===== config.mk =====
export PLATFORM = sky130hd
export DESIGN_NAME = alu_seq_unit
export DESIGN_NICKNAME = d
export VERILOG_FILES = /design/src/rtl/alu_pkg.sv /design/src/rtl/alu_shift_iter.sv /design/src/rtl/alu_seq_unit.sv
export SDC_FILE = /design/constraint.sdc
export NUM_CORES = 1
export LEC_CHECK = 0
export ABC_AREA = 1
export CORE_UTILIZATION = 45
export CTS_CLUSTER_DIAMETER = 40
export DETAILED_ROUTE_END_ITERATION = 10
export PLACE_DENSITY = 0.73
export SYNTH_ARGS = -nofsm -noshare
export SYNTH_HDL_FRONTEND = slang
export SYNTH_SLANG_ARGS = --single-unit

===== constraint.sdc =====
create_clock -name clk -period 2.3 [get_ports clk]
set_input_delay 0.46 -clock clk [delete_from_list [all_inputs] [get_ports clk]]
set_output_delay 0.46 -clock clk [all_outputs]
set_load 0.01 [all_outputs]

===== src/rtl/alu_pkg.sv =====
// Shared opcodes, flag bit positions and FSM state encoding for alu_seq_unit.
// Optional feature macro: ALU_ROTATE_EN (iterative rotl/rotr on opcodes 1000/1001).
package alu_pkg;

    localparam int unsigned OP_W = 4;

    localparam logic [OP_W-1:0] OP_ADD  = 4'b0000;
    localparam logic [OP_W-1:0] OP_SUB  = 4'b0001;
    localparam logic [OP_W-1:0] OP_SHL  = 4'b0010;
    localparam logic [OP_W-1:0] OP_SHR  = 4'b0011;
    localparam logic [OP_W-1:0] OP_AND  = 4'b0100;
    localparam logic [OP_W-1:0] OP_OR   = 4'b0101;
    localparam logic [OP_W-1:0] OP_NOT  = 4'b0110;
    localparam logic [OP_W-1:0] OP_XOR  = 4'b0111;
    localparam logic [OP_W-1:0] OP_ROTL = 4'b1000;
    localparam logic [OP_W-1:0] OP_ROTR = 4'b1001;
    localparam logic [OP_W-1:0] OP_NOP  = 4'b1111;

    localparam int unsigned FLG_W = 4;
    localparam int unsigned FLG_N = 3;
    localparam int unsigned FLG_Z = 2;
    localparam int unsigned FLG_C = 1;
    localparam int unsigned FLG_V = 0;

    typedef enum logic [1:0] {
        ST_IDLE  = 2'd0,
        ST_SHIFT = 2'd1,
        ST_DONE  = 2'd2
    } state_t;

endpackage


===== src/rtl/alu_shift_iter.sv =====
// Iterative one-bit-per-cycle shift/rotate engine with amount down-counter.
// Rotate mode is only ever requested when ALU_ROTATE_EN is defined in the top.
module alu_shift_iter
    import alu_pkg::*;
#(
    parameter int unsigned N   = 8,
    parameter int unsigned SHW = 3
) (
    input  logic         clk,
    input  logic         rst_n,
    input  logic         load,
    input  logic         step,
    input  logic [N-1:0] a,
    input  logic [SHW-1:0] amt,
    input  logic         left,
    input  logic         rot,
    output logic [N-1:0] step_val_c,
    output logic         step_carry_c,
    output logic         done_c
);

    logic [N-1:0]   sh_q;
    logic [SHW-1:0] cnt_q;
    logic           left_q;
    logic           rot_q;

    // Value and carry produced by the next single-bit step.
    always_comb begin
        step_val_c   = sh_q;
        step_carry_c = 1'b0;
        if (left_q) begin
            step_val_c   = {sh_q[N-2:0], rot_q ? sh_q[N-1] : 1'b0};
            step_carry_c = sh_q[N-1];
        end else begin
            step_val_c   = {rot_q ? sh_q[0] : 1'b0, sh_q[N-1:1]};
            step_carry_c = sh_q[0];
        end
    end

    // The step taken while the count is 1 is the final one.
    assign done_c = (cnt_q == SHW'(1));

    // Load operand and mode on accept, then shift and count down each step.
    always_ff @(posedge clk or negedge rst_n) begin
        if (!rst_n) begin
            sh_q   <= '0;
            cnt_q  <= '0;
            left_q <= 1'b0;
            rot_q  <= 1'b0;
        end else if (load) begin
            sh_q   <= a;
            cnt_q  <= amt;
            left_q <= left;
            rot_q  <= rot;
        end else if (step) begin
            sh_q  <= step_val_c;
            cnt_q <= cnt_q - SHW'(1);
        end
    end

endmodule


===== src/rtl/alu_seq_unit.sv =====
// Registered ALU with valid/ready handshake and iterative shifts.
// Optional feature macro: ALU_ROTATE_EN enables iterative rotl (1000) / rotr (1001).
module alu_seq_unit
    import alu_pkg::*;
#(
    parameter int unsigned N = 8
) (
    input  logic         clk,
    input  logic         rst_n,
    input  logic         in_valid,
    output logic         in_ready,
    input  logic [3:0]   op,
    input  logic [N-1:0] a,
    input  logic [N-1:0] b,
    output logic         out_valid,
    input  logic         out_ready,
    output logic [N-1:0] result,
    output logic [3:0]   flags,
    output logic [3:0]   op_out,
    output logic         busy
);

    localparam int unsigned SHW = $clog2(N);

    state_t         state;
    logic [3:0]     op_q;

    logic [N:0]     sum_c;
    logic [N:0]     diff_c;
    logic [N-1:0]   alu_r_c;
    logic           alu_cy_c;
    logic           alu_ov_c;

    logic           accept_c;
    logic           is_iter_c;
    logic           left_c;
    logic           rot_c;
    logic [SHW-1:0] amt_c;
    logic           load_c;

    logic [N-1:0]   step_val_c;
    logic           step_carry_c;
    logic           done_c;

    function automatic logic [3:0] pack_flags(input logic [N-1:0] r, input logic cy, input logic ov);
        logic [3:0] f;
        f        = '0;
        f[FLG_N] = r[N-1];
        f[FLG_Z] = (r == '0);
        f[FLG_C] = cy;
        f[FLG_V] = ov;
        return f;
    endfunction

    assign in_ready = (state == ST_IDLE) || ((state == ST_DONE) && out_ready);
    assign accept_c = in_valid && in_ready;
    assign amt_c    = b[SHW-1:0];

    // Classify the requested opcode as iterative and pick its direction/mode.
    always_comb begin
        is_iter_c = (op == OP_SHL) || (op == OP_SHR);
        left_c    = (op == OP_SHL);
        rot_c     = 1'b0;
`ifdef ALU_ROTATE_EN
        if ((op == OP_ROTL) || (op == OP_ROTR)) begin
            is_iter_c = 1'b1;
            left_c    = (op == OP_ROTL);
            rot_c     = 1'b1;
        end
`endif
    end

    // Shift by zero skips the SHIFT state and completes like a plain op.
    assign load_c = accept_c && is_iter_c && (amt_c != '0);

    // Single-cycle result for every opcode; iterative ops with amount 0 pass A.
    always_comb begin
        sum_c    = {1'b0, a} + {1'b0, b};
        diff_c   = {1'b0, a} - {1'b0, b};
        alu_r_c  = a;
        alu_cy_c = 1'b0;
        alu_ov_c = 1'b0;
        case (op)
            OP_ADD: begin
                alu_r_c  = sum_c[N-1:0];
                alu_cy_c = sum_c[N];
                alu_ov_c = (a[N-1] == b[N-1]) && (sum_c[N-1] != a[N-1]);
            end
            OP_SUB: begin
                alu_r_c  = diff_c[N-1:0];
                alu_cy_c = diff_c[N];
                alu_ov_c = (a[N-1] != b[N-1]) && (diff_c[N-1] != a[N-1]);
            end
            OP_AND:  alu_r_c = a & b;
            OP_OR:   alu_r_c = a | b;
            OP_NOT:  alu_r_c = ~a;
            OP_XOR:  alu_r_c = a ^ b;
            default: alu_r_c = a;
        endcase
    end

    alu_shift_iter #(
        .N   (N),
        .SHW (SHW)
    ) u_shift (
        .clk          (clk),
        .rst_n        (rst_n),
        .load         (load_c),
        .step         (state == ST_SHIFT),
        .a            (a),
        .amt          (amt_c),
        .left         (left_c),
        .rot          (rot_c),
        .step_val_c   (step_val_c),
        .step_carry_c (step_carry_c),
        .done_c       (done_c)
    );

    // Control FSM with registered result, flags, opcode and status outputs.
    always_ff @(posedge clk or negedge rst_n) begin
        if (!rst_n) begin
            state     <= ST_IDLE;
            op_q      <= OP_NOP;
            result    <= '0;
            flags     <= '0;
            op_out    <= OP_NOP;
            out_valid <= 1'b0;
            busy      <= 1'b0;
        end else begin
            case (state)
                ST_SHIFT: begin
                    if (done_c) begin
                        state     <= ST_DONE;
                        busy      <= 1'b0;
                        out_valid <= 1'b1;
                        result    <= step_val_c;
                        flags     <= pack_flags(step_val_c, step_carry_c, 1'b0);
                        op_out    <= op_q;
                    end
                end
                ST_IDLE, ST_DONE: begin
                    if ((state == ST_DONE) && out_ready) begin
                        state     <= ST_IDLE;
                        out_valid <= 1'b0;
                    end
                    if (accept_c) begin
                        if (load_c) begin
                            state     <= ST_SHIFT;
                            busy      <= 1'b1;
                            out_valid <= 1'b0;
                            op_q      <= op;
                        end else begin
                            state     <= ST_DONE;
                            out_valid <= 1'b1;
                            result    <= alu_r_c;
                            flags     <= pack_flags(alu_r_c, alu_cy_c, alu_ov_c);
                            op_out    <= op;
                        end
                    end
                end
                default: begin
                    state     <= ST_IDLE;
                    out_valid <= 1'b0;
                    busy      <= 1'b0;
                end
            endcase
        end
    end

endmodule


==> out/qor.yml <==
route:
  dr.pass1.iters: 5
  drc_errors: 0
  drtAntennaViolNets: 0
  wl_per_cell_um: 14.7
  routed_via_density: 5.33
  first_iter_violations: 188
  totalWireLength_um: 9660
  vias: 3512
floorplan:
  die_y_um: 83.5
  die_w_um: 83.5
  coreArea_sq_um: 6390
  start_util_pct: 46.8
  rows: 29
  ios: 43
  design.die.area_sq_um: 6970
clocking:
  path_clk_slew_ns: 0.07
  clock-sinks: 34
  ctsHtreeMaxLevel: 2
  cts.path.max_buffers: 2
  cts_hold_buffers: 0
  cts_tree: "yes"
  cts-root-buf: "clkbuf_8"
  cts_buffers: 5
  clk_latency_ns: 0.29
timing:
  setup_violations: 0
  worst_slack_ns: 0.0961
  fin_worst_skew_ns: 0.00234
  fin_tns_setup_ns: 0
  hold_slack_ns: 0.443
  fmax_mhz: 454
  relSlewSlack_pct: 70.4
  min_period_ns: 2.20
  rsz0062_at_grt: "yes"
  drv_slew: 0
  tightest_slew_ns: 0.443
  hold_violations: 0
  period_share_pct: 95.8
global_route:
  grt_max_degree: 35
  antenna_found_initial: 0
  grtUsageTotal_pct: 28.4
  overflow: 0
  grt_pass1_wl_um: 16100
  grt_pass1_vias: 3532
pwr:
  powerDensity_nw_per_um2: 765
  internal_power_uw: 2030
  ir_drop_uv: 719
  seqPwrFrac_pct: 32.7
  p_sw_uw: 1300
  p_leak_uw: 0.00225
  clkPwrFrac_pct: 16.2
  switching_share_pct: 39.0
  power_frac_comb_pct: 51.1
place:
  dpl_cell_area_sq_um: 4100
  port_buffers: 42
  dpl.hpwl_um: 7430
  gp_congestion: 0.990
  dp_slack_ns: -0.377
run_status:
  run_status: "finished, final reports clean"
critical_path:
  path_class: "primary input to flop"
  cp.required_ns: 2.52
  cp-start-kind: "primary input"
  cp.arrival_ns: 2.42
  cp-end-kind: "flop"
  crit_fanout: 4
layout:
  fin_area_sq_um: 4360
  layout_common_cells: "123 x nand2_1, 87 x buf_4, 58 x inv_1"
  antenna_cells: 0
  nFillCells: 569
  area_growth_pct: 45.9
  drive_gt1_share_pct: 24.7
  final_nets: 633
  final_common_cell: "nand2_1"
logic_synthesis:
  netlist_area_sq_um: 2990
  synth_cell_types: 32
  synth-seq-cells: 34
  syn-num-nets: 510
  yosys_warnings: 0
  syn_area_per_cell_sq_um: 6.53
  yosysSeqAreaShare_pct: 28.8
  synthCells: 458
flow_run:
  cap_violations: 0
min_path:
  hp-class: "flop to flop"
==> per-layer routing <==
layer	up-vias	GRT usage (%)	wire length (um)
li1	1734	-	-
met1	1639	34.1	3960
met2	128	53.1	5010
met3	11	2.57	566
met4	0	9.40	128
met5	-	0	0
==> timing repair <==
item	4_1_cts	5_1_grt
endpoints found under the setup margin	1	6
pin swaps	3	16
resized for setup	7	36
buffers inserted	0	1
gates cloned	0	0
==> state kept, by name, indices dropped and copies added, names as in the netlist <==
signal	count
result	8
u_shift.sh_q	8
op_out	4
op_q	4
flags	3
u_shift.cnt_q	3
busy	1
out_valid	1
state	1
u_shift.left_q	1
==> logic make-up (layout without fill, tap and decap cells) <==
family / after synthesis / in the layout / synth area share [%]
and+or+nand+nor: 240 / 240 / 33.9
buffers and inverters: 81 / 205 / 10.4
AOI/OAI and AO/OA: 73 / 73 / 14.1
DFF: 34 / 34 / 28.8
adders and majority gates: 28 / 28 / 12.2
xor gates and xnor gates: 2 / 2 / 0.586
==> through the flow <==
stage               cells  util [%]  total power [uW]
finish                659      68.3              3340
global route          659      68.3              3580
CTS                   658      66.2              3280
detailed placement    650      64.1              2730
global placement      650      64.1              2680
floorplan             458         -              1940
==> critical path: stages <==
cell and delay (ns):
clkdlybuf4s50_1 0.50, inv_2 0.09, fa_2 0.39, inv_1 0.06, nand2_1 0.05, nand2_1 0.07, nor2_1 0.04, nor2_1 0.08
nand3_1 0.10, nor2_1 0.13, nand3_1 0.10, nor2_1 0.11, nand3_1 0.10, a21oi_2 0.12
==> area by class of cell <==
cell class | count | area, sq um | area share (%)
clock buffers | 5 | 68.8 | 1.58
repair buffers | 129 | 1080 | 24.7
clock inverters | 3 | 40.0 | 0.918
multi-input cells | 343 | 1960 | 45.0
inverters | 68 | 255 | 5.85
flip-flops and latches | 34 | 861 | 19.7
well taps | 77 | 96.3 | 2.21
==> synthesized netlist by cell type, drive strengths merged <==
| master | n | area [sq um] |
|---|---|---|
| nand4 | 7 | 43.8 |
| o22ai | 3 | 18.8 |
| nand3b | 3 | 22.5 |
| dfrtp | 26 | 651 |
| dfstp | 8 | 210 |
| nand3 | 50 | 250 |
| o21bai | 1 | 7.51 |
| o21ai | 26 | 134 |
| o221ai | 7 | 61.3 |
| o31ai | 2 | 15.0 |
| a21oi | 28 | 144 |
| nor4 | 1 | 6.26 |
| ha | 26 | 325 |
| nand2 | 125 | 469 |
| xor2 | 2 | 17.5 |
| clkbuf | 10 | 37.5 |
| o211ai | 1 | 7.51 |
| nor2 | 48 | 183 |
| fa | 2 | 40.0 |
| a31oi | 4 | 25.0 |
| buf | 3 | 17.5 |
| or2 | 3 | 18.8 |
| nor3 | 3 | 20.0 |
| inv | 68 | 255 |
| a22o | 1 | 8.76 |
==> power groups by stage <==
stage / combinational (uW) / sequential (uW) / clock [uW]
after floorplan: 831 / 1110 / 0
after global placement: 1600 / 1080 / 0
after detailed placement: 1640 / 1090 / 0
after CTS: 1650 / 1090 / 545
after global routing: 1890 / 1120 / 572
final: 1710 / 1090 / 541
==> path summary, 6_finish.rpt <==
path | startpoint | cells after the start | slack [ns] | to
setup reg to reg | out_valid$_DFFE_PN0P_ | 10 | 0.46 | op_out[2]$_DFFE_PN1P_
hold / removal | op_q[3]$_DFFE_PN1P_ | 2 | 0.44 | op_q[3]$_DFFE_PN1P_
min in group asynchronous | rst_n | 2 | 0.58 | busy$_DFFE_PN0P_
max in group asynchronous | rst_n | 2 | 1.37 | op_q[3]$_DFFE_PN1P_
hold reg to reg | op_q[3]$_DFFE_PN1P_ | 2 | 0.44 | op_q[3]$_DFFE_PN1P_
setup / recovery | b[1] | 14 | 0.1 | flags[2]$_DFFE_PN0P_
(Power assumes the default switching activity.)
